**src/rtl/div32x32_pkg.sv**
```systemverilog
// div32x32 shared constants and FSM state type.
// Width and counter sizing live here so the datapath and FSM agree.
package div32x32_pkg;

    localparam int DIV_W = 32;
    localparam int CNT_W = 5;

    typedef enum logic {
        IDLE = 1'b0,
        RUN  = 1'b1
    } state_t;

endpackage

```
**src/rtl/div32x32_step.sv**
```systemverilog
// div32x32_step: one combinational radix-2 restoring division step.
// Relies on rem_in < divisor (or divisor == 0), so bit 32 of the difference is the borrow.
module div32x32_step
    import div32x32_pkg::*;
(
    input  logic [DIV_W-1:0] rem_in,
    input  logic             dbit,
    input  logic [DIV_W-1:0] divisor,
    output logic [DIV_W-1:0] rem_out,
    output logic             q_bit
);

    logic [DIV_W:0] shifted;
    logic [DIV_W:0] diff;

    assign shifted = {rem_in, dbit};
    assign diff    = shifted - {1'b0, divisor};
    assign q_bit   = ~diff[DIV_W];
    assign rem_out = diff[DIV_W] ? shifted[DIV_W-1:0] : diff[DIV_W-1:0];

endmodule

```
**src/rtl/div32x32.sv**
```systemverilog
// div32x32: 32-cycle unsigned sequential restoring divider.
// Define DIV32X32_DBZ_EN to add the dbz port and single-cycle divide-by-zero handling.
module div32x32
    import div32x32_pkg::*;
(
    input  logic             clk,
    input  logic             reset,
    input  logic             start,
    input  logic [DIV_W-1:0] a,
    input  logic [DIV_W-1:0] b,
    output logic             busy,
    output logic [DIV_W-1:0] quotient,
    output logic [DIV_W-1:0] remainder
`ifdef DIV32X32_DBZ_EN
    ,
    output logic             dbz
`endif
);

    state_t           state;
    logic [CNT_W-1:0] cnt;
    logic [DIV_W-1:0] rem;
    logic [DIV_W-1:0] dvs;
    // Dividend bits shift out of the top while quotient bits shift in below.
    logic [DIV_W-1:0] work;
    logic [DIV_W-1:0] rem_nxt;
    logic             q_bit;

    div32x32_step u_step (
        .rem_in  (rem),
        .dbit    (work[DIV_W-1]),
        .divisor (dvs),
        .rem_out (rem_nxt),
        .q_bit   (q_bit)
    );

    always_ff @(posedge clk or posedge reset) begin
        if (reset) begin
            state     <= IDLE;
            busy      <= 1'b0;
            quotient  <= '0;
            remainder <= '0;
            cnt       <= '0;
            rem       <= '0;
            dvs       <= '0;
            work      <= '0;
`ifdef DIV32X32_DBZ_EN
            dbz       <= 1'b0;
`endif
        end else begin
            unique case (state)
                IDLE: begin
                    if (start) begin
`ifdef DIV32X32_DBZ_EN
                        dbz <= (b == '0);
                        if (b == '0) begin
                            quotient  <= '1;
                            remainder <= a;
                        end else begin
`endif
                        work  <= a;
                        dvs   <= b;
                        rem   <= '0;
                        cnt   <= CNT_W'(DIV_W - 1);
                        busy  <= 1'b1;
                        state <= RUN;
`ifdef DIV32X32_DBZ_EN
                        end
`endif
                    end
                end
                RUN: begin
                    rem  <= rem_nxt;
                    work <= {work[DIV_W-2:0], q_bit};
                    if (cnt == '0) begin
                        quotient  <= {work[DIV_W-2:0], q_bit};
                        remainder <= rem_nxt;
                        busy      <= 1'b0;
                        state     <= IDLE;
                    end else begin
                        cnt <= cnt - 1'b1;
                    end
                end
            endcase
        end
    end

endmodule

```
**config.mk**
```make
export PLATFORM = sky130hd
export DESIGN_NAME = div32x32
export DESIGN_NICKNAME = d
export VERILOG_FILES = /design/src/rtl/div32x32_pkg.sv /design/src/rtl/div32x32_step.sv /design/src/rtl/div32x32.sv
export SDC_FILE = /design/constraint.sdc
export NUM_CORES = 1
export LEC_CHECK = 0
export CAP_MARGIN = 20
export CORE_UTILIZATION = 38
export DETAILED_ROUTE_END_ITERATION = 10
export GPL_TIMING_DRIVEN = 0
export SETUP_SLACK_MARGIN = 0.4
export SYNTH_ARGS = -nofsm -noshare
export SYNTH_HDL_FRONTEND = slang
export SYNTH_SLANG_ARGS = --single-unit
export TNS_END_PERCENT = 20
```
**constraint.sdc**
```tcl
create_clock -name clk -period 8.6 [get_ports clk]
set_clock_uncertainty 0.2 [all_clocks]
set_input_delay 2.58 -clock clk [delete_from_list [all_inputs] [get_ports clk]]
set_output_delay 2.58 -clock clk [all_outputs]
set_load 0.05 [all_outputs]
```
==> results by group, run 1 <==
Setup path
  – Critical path buffers and inverters: 1
  – Delay-heaviest family, CP: buffers and inverters
  – Largest stage delay on the critical path: around 0.86 ns
  – Maximum net fanout on the critical path: 2
  – Depth of the worst register-to-register path: 15
  – Arr. time, crit path: between 1.5 and 2 ns
  – Startpoint Class: register
  – Crit-path cells: clkdlybuf4s50_1
  – Max stage delay cell, worst path: clkdlybuf4s50_1
  – R2R Setup Slk: 4.92 ns
  – Critical Path End Type: output pin
  – RR Startpoint: work[31]
  – WS Path Type: register to output pin
  – Worst r2r dst: rem[3]
  – Data required, critical path: about 5.8 ns

Place
  – Inst Count DP: about 1400
  – RePlAce Congestion: 0.9365
  – Port buffer count: 130
  – HPWL after DPL: 18210 microns

Cells and area
  – Layout area overhead: 25.70%
  – Most frequent cells in the layout: 238 x nand2_1, 167 x dfrtp_1, 130 x clkdlybuf4s50_1, 106 x o21ai_0, 60 x nor2_1
  – Share of cells above drive strength 1: between 6 and 7%
  – Most common cell after layout, fill and taps aside: nand2_1
  – Final instance count without filler cells: approximately 1500
  – Final net count: ~1300
  – Antenna cells: 0

CTS
  – H-tree levels: 4
  – Number of CTS-inserted buffers: 17
  – Post-CTS Setup Repair Bufs: 0
  – Clock sinks: approximately 170
  – CTS tree: built
  – Clk_lat worst skew: roughly 0.44 ns
  – Deepest clock path buffer count: 2
  – CTS Root Cell: clkbuf_16
  – Clock-pin slew on the worst setup and hold paths: around 0.070 ns
  – Hold buffer count at CTS: 0
  – CTS resizes: 0

Synthesis
  – Share of async-settable or async-resettable flops after synthesis: 100.0%
  – Synthesized area: roughly 8900 sq um
  – Top cells by area, synth: dfrtp_1 47%, nand2_1 10%, mux2i_1 6.1%, o21ai_0 6.0%, ha_1 4.8%
  – Post-synthesis area per instance: around 8.9 sq um
  – Syn. warnings: 0
  – Syn_nets: 1101
  – Netlist cell types: 57
  – Synth area leader: dfrtp_1
  – EDFF count, synth: 0
  – Synth top area share: a little under half
  – Number of synthesized register bits: roughly 170
  – Mapped Cells: 999
  – Fraction of the yosys area taken by sequential cells: between 40% and 50%
  – Top_reg_cell synth: dfrtp_1

STA
  – Slew @ Worst Pin: between 0.9 and 1 ns
  – Fmax: 225.0 MHz
  – Final Cycle Share: between 50% and 60%
  – Slew Viols, Final: 0
  – Hold Vio Cnt, Final: 0
  – Post-route minimum period: 4.445 ns
  – Worst rel slew slack: around two fifths
  – Number of setup violations in the final report: 0
  – RSZ-0062 raised after global routing: no

Run
  – Total of max-cap violations: 0

Die
  – Cell Rows: 55
  – Die area: approximately 24000 sq um
  – Total core area: between 20000 and 25000 sq um
  – Die H: 155.1 microns
  – I/O Pins: 132
  – Die width: roughly 160 microns
  – Starting density of the core: just under 40%

Routing
  – Remaining DRCs: 0
  – Vias: roughly 7500
  – Number of DRC markers in iteration 0: approximately 440
  – 1st-pass router iterations: 5
  – Routed Wire Length: 25060 microns
  – Vias/cell: 5.107
  – Final ANT Viol Nets: 0
  – Drt wl/cell: between 15 and 20 microns

Hold path
  – Hold/Removal Path Class: register to register
  – Hold depth: 2
  – Hold Crit Start: quotient[27]
  – WHS Endpoint: quotient[27]

Global route
  – Antenna violations before repair: 0
  – Pin count of the biggest net entering global routing: between 90 and 100
  – Grt ovf: 0
  – Vias in the first global route: 7386
  – First-pass GRT wire length: 40200 microns
  – Overall routing resource usage: a little over a fifth

Run status
  – Outcome: completed
[worst max path at each step]
stage | from | end | slack [ns] | cells after the start
after detailed placement | start | work[4] | 3.88 | 5
after global routing | quotient[30] | quotient[30] | 4.12 | 1
after global placement | reset | rem[20] | -1.14 | 2
final | remainder[11] | remainder[11] | 4.15 | 1
after floorplan | reset | busy | 1.30 | 1
after CTS | remainder[11] | remainder[11] | 4.16 | 1
[state kept, by name, summed over array words and instances (netlist names)]
name	cells
busy	1
state	1
work	32
rem	32
dvs	32
cnt	5
remainder	32
quotient	32
[stage by stage]
stage,cell area (sq um),setup TNS (ns),utilization [%],setup slack [ns],hold slack (ns)
after floorplan,8905,0,-,1.302,0.2523
after global placement,10600,-187.32,46.53,-1.143,0.2588
after detailed placement,10640,0,46.73,3.880,0.2611
after CTS,11190,0,49.14,4.159,0.2779
after global routing,11190,0,49.14,4.117,0.3023
final,11190,0,49.14,4.155,0.2731
[Yosys cell counts (3+ instances only)]
| master | count |
|---|---|
| a21o_1 | 16 |
| a21oi_1 | 50 |
| a31o_1 | 4 |
| a31o_2 | 12 |
| a31oi_1 | 13 |
| and3_1 | 12 |
| buf_1 | 4 |
| buf_2 | 7 |
| buf_6 | 3 |
| clkbuf_1 | 46 |
| dfrtp_1 | 167 |
| ha_1 | 34 |
| inv_1 | 43 |
| mux2_2 | 8 |
| mux2i_1 | 54 |
| nand2_1 | 238 |
| nand2b_1 | 4 |
| nand3_1 | 18 |
| nand4_1 | 7 |
| nor2_1 | 60 |
| nor2b_1 | 3 |
| nor3_1 | 3 |
| o211ai_1 | 6 |
| o21a_1 | 4 |
| o21ai_0 | 106 |
| o21ai_1 | 5 |
| o21bai_1 | 4 |
| o22ai_1 | 4 |
| or3_1 | 5 |
| xnor2_1 | 17 |
| xor2_1 | 10 |
[cells by family after synthesis]
| kind of cell | after synthesis | share of synthesized area (%) |
|---|---|---|
| muxes | 63 | 7.250 |
| DFF | 167 | 46.93 |
| buffers and inverters | 105 | 4.861 |
| AOI/OAI and AO/OA | 242 | 16.52 |
| adders and majority gates | 35 | 5.002 |
| xor gates and xnor gates | 27 | 2.656 |
| and+or+nand+nor | 360 | 16.78 |
[layer usage]
layer / wire length [microns] / share of wire [%] / global-route usage (%)
met5: 0 / 0 / 0
met4: 451 / 1.8 / 7.072
met3: 1802 / 7.2 / 5.515
met2: 11130 / 44 / 33.83
met1: 11680 / 47 / 29.47
[cell type report]
class                   count  area [sq um]
plain buffers              62         271.5
clock buffers              19         452.9
clock inverters            13         96.34
fillers                  2193         11580
inverters                  43         168.9
multi-input cells         727          4293
flip-flops and latches    167          4179
well taps                 313         391.6
repair buffers            132          1340
Power of run 1 is not shown: default switching activity piles up to over one toggle a cycle in this logic, so the estimate is an artifact.
==> inputs of run 2 (changes only) <==
clock period = 4.11 ns   (was 8.6 ns; I/O delays follow)
==> run 2 against run 1 <==
  * Register-to-register slack worse by 4.3 ns
  * Sequential share of layout area decreased by 0.51 points
  * Via count up 0.19%
  * Non-clock buffer count rose by 6
  * Critical endpoint is now remainder[26]
==> results by group, run 2 (same netlist as run 1, synthesis figures left out) <==
Cells and area
  – Most frequent cells in the layout: 238 x nand2_1, 167 x dfrtp_1, 130 x clkdlybuf4s50_1, 106 x o21ai_0, 60 x nor2_1
  – Share of cells above drive strength 1: under 10%
  – Final net count: approximately 1300
  – Layout area overhead: 27.43%
  – Most common cell after layout, fill and taps aside: nand2_1
  – Antenna cells: 0
  – Finished Core Util: 49.82%

Die
  – Die H: ~160 microns
  – Die width: around 160 microns
  – Die area: around 24000 sq um
  – I/O Pins: approximately 130
  – Cell Rows: 55
  – Starting density of the core: between 30 and 40%
  – Total core area: 22780 sq um

Routing
  – Vias/cell: ~5.1
  – Final ANT Viol Nets: 0
  – Routed Wire Length: about 25000 microns
  – Drt wl/cell: 16.89 microns
  – Vias: ~7600
  – Remaining DRCs: 0
  – Number of DRC markers in iteration 0: roughly 410
  – 1st-pass router iterations: 5

Setup path
  – Critical path endpoint: remainder[26]
  – Critical path buffers and inverters: 2
  – Largest stage delay on the critical path: slightly above 0.4 ns
  – Crit-path cells: inv_1, ha_1, inv_1, fa_2, a211oi_2, o21ai_2, o21ai_2, a21oi_1, a311o_1, a41oi_2, xnor2_1, mux2_2, mux2_2
  – Levels on crit path: 13
  – Worst r2r dst: remainder[26]
  – Max stage delay cell, worst path: a311o_1
  – Startpoint Class: register
  – WS Path Type: register to register
  – RR Startpoint: work[31]
  – Depth of the worst register-to-register path: 13
  – Data required, critical path: 4.22 ns
  – R2R Setup Slk: roughly 0.59 ns
  – Critical Path End Type: register
  – CP Launch Point: work[31]
  – Arr. time, crit path: approximately 3.6 ns
  – Delay-heaviest family, CP: compound AO/OA/AOI/OAI gates
  – Maximum net fanout on the critical path: 3

Global route
  – Pin count of the biggest net entering global routing: 43
  – Grt ovf: 0
  – First-pass GRT wire length: roughly 40000 microns
  – Antenna violations before repair: 0
  – Vias in the first global route: 7465
  – Overall routing resource usage: 21.71%

STA
  – Min setup slack post-route: about 0.6 ns
  – Slew Viols, Final: 0
  – Hold Vio Cnt, Final: 0
  – TNS Setup: 0 ns
  – Fmax: 284.1 MHz
  – Post-route minimum period: about 3.5 ns
  – Slew @ Worst Pin: a little under 0.9 ns
  – Worst rel slew slack: 41.39%
  – Number of setup violations in the final report: 0
  – Final Cycle Share: 85.65%
  – RSZ-0062 raised after global routing: no

Place
  – RePlAce Congestion: around 0.94
  – HPWL after DPL: 18430 microns
  – Placement Setup Slack: 0.4767 ns
  – Port buffer count: 130

CTS
  – Clk_lat worst skew: ~0.43 ns
  – Deepest clock path buffer count: 2
  – Number of CTS-inserted buffers: 17
  – H-tree levels: 4
  – CTS tree: built
  – Hold buffer count at CTS: 0
  – Clock-pin slew on the worst setup and hold paths: 0.07 ns
  – Clock sinks: 167
  – CTS Root Cell: clkbuf_16

Run status
  – Outcome: completed

Hold path
  – Hold depth: 2
  – Hold/Removal Path Class: register to register

Run
  – Total of max-cap violations: 0
run 2: changes by cell type in the layout (fill, tap and decap cells not counted), sizes merged:
| cell | change |
|---|---|
| buf | +6 |
| inv | -3 |
| clkinv | -6 |
| bufinv | +3 |
| clkbuf | +3 |
| clkinvlp | +3 |
run 2: final cells by class:
type / count / area (sq um)
plain buffers: 62 / 275.3
well taps: 313 / 391.6
fillers: 2219 / 11430
flip-flops and latches: 167 / 4179
clock inverters: 10 / 143.9
inverters: 43 / 165.2
clock buffers: 22 / 444.2
repair buffers: 138 / 1415
multi-input cells: 727 / 4333
run 2: worst min-delay path, cell delays in order (launching register included):
cell and delay, ns:
dfrtp_1 0.34, nand2_1 0.05, nand2_1 0.05
run 2: per-layer routing:
layer	share of wire, %	routed length, microns	vias to the layer above	global-route usage (%)
li1	-	-	3719	-
met1	47	11790	3620	29.20
met2	45	11260	188	34.13
met3	6.2	1553	25	5.794
met4	1.7	427	0	6.601
met5	0	0	-	0
run 2: what timing repair did:
action / in CTS / in global routing
gates resized for setup: 0 / 11
setup buffers: 0 / 3
setup endpoints to repair: 0 / 39
run 2: metrics by stage:
| step | area [sq um] | instances | hold WS, ns |
|---|---|---|---|
| 5_1_grt | 11350 | 1482 | 0.3078 |
| 2_1_floorplan | 8909 | 999 | 0.2523 |
| 3_5_place_dp | 10690 | 1447 | 0.2614 |
| 3_3_place_gp | 10600 | 1442 | 0.2585 |
| 6_report | 11350 | 1482 | 0.2731 |
| 4_1_cts | 11280 | 1479 | 0.2794 |
run 2: worst min path at each step:
| stage | from | endpoint | slack (ns) |
|---|---|---|---|
| after floorplan | dvs[0] | dvs[0] | 0.25 |
| after global placement | quotient[30] | quotient[30] | 0.26 |
| after detailed placement | quotient[18] | quotient[18] | 0.26 |
| after CTS | quotient[30] | quotient[30] | 0.28 |
| after global routing | quotient[12] | quotient[12] | 0.31 |
| final | quotient[30] | quotient[30] | 0.27 |
Power of run 2 is left out for the same reason.
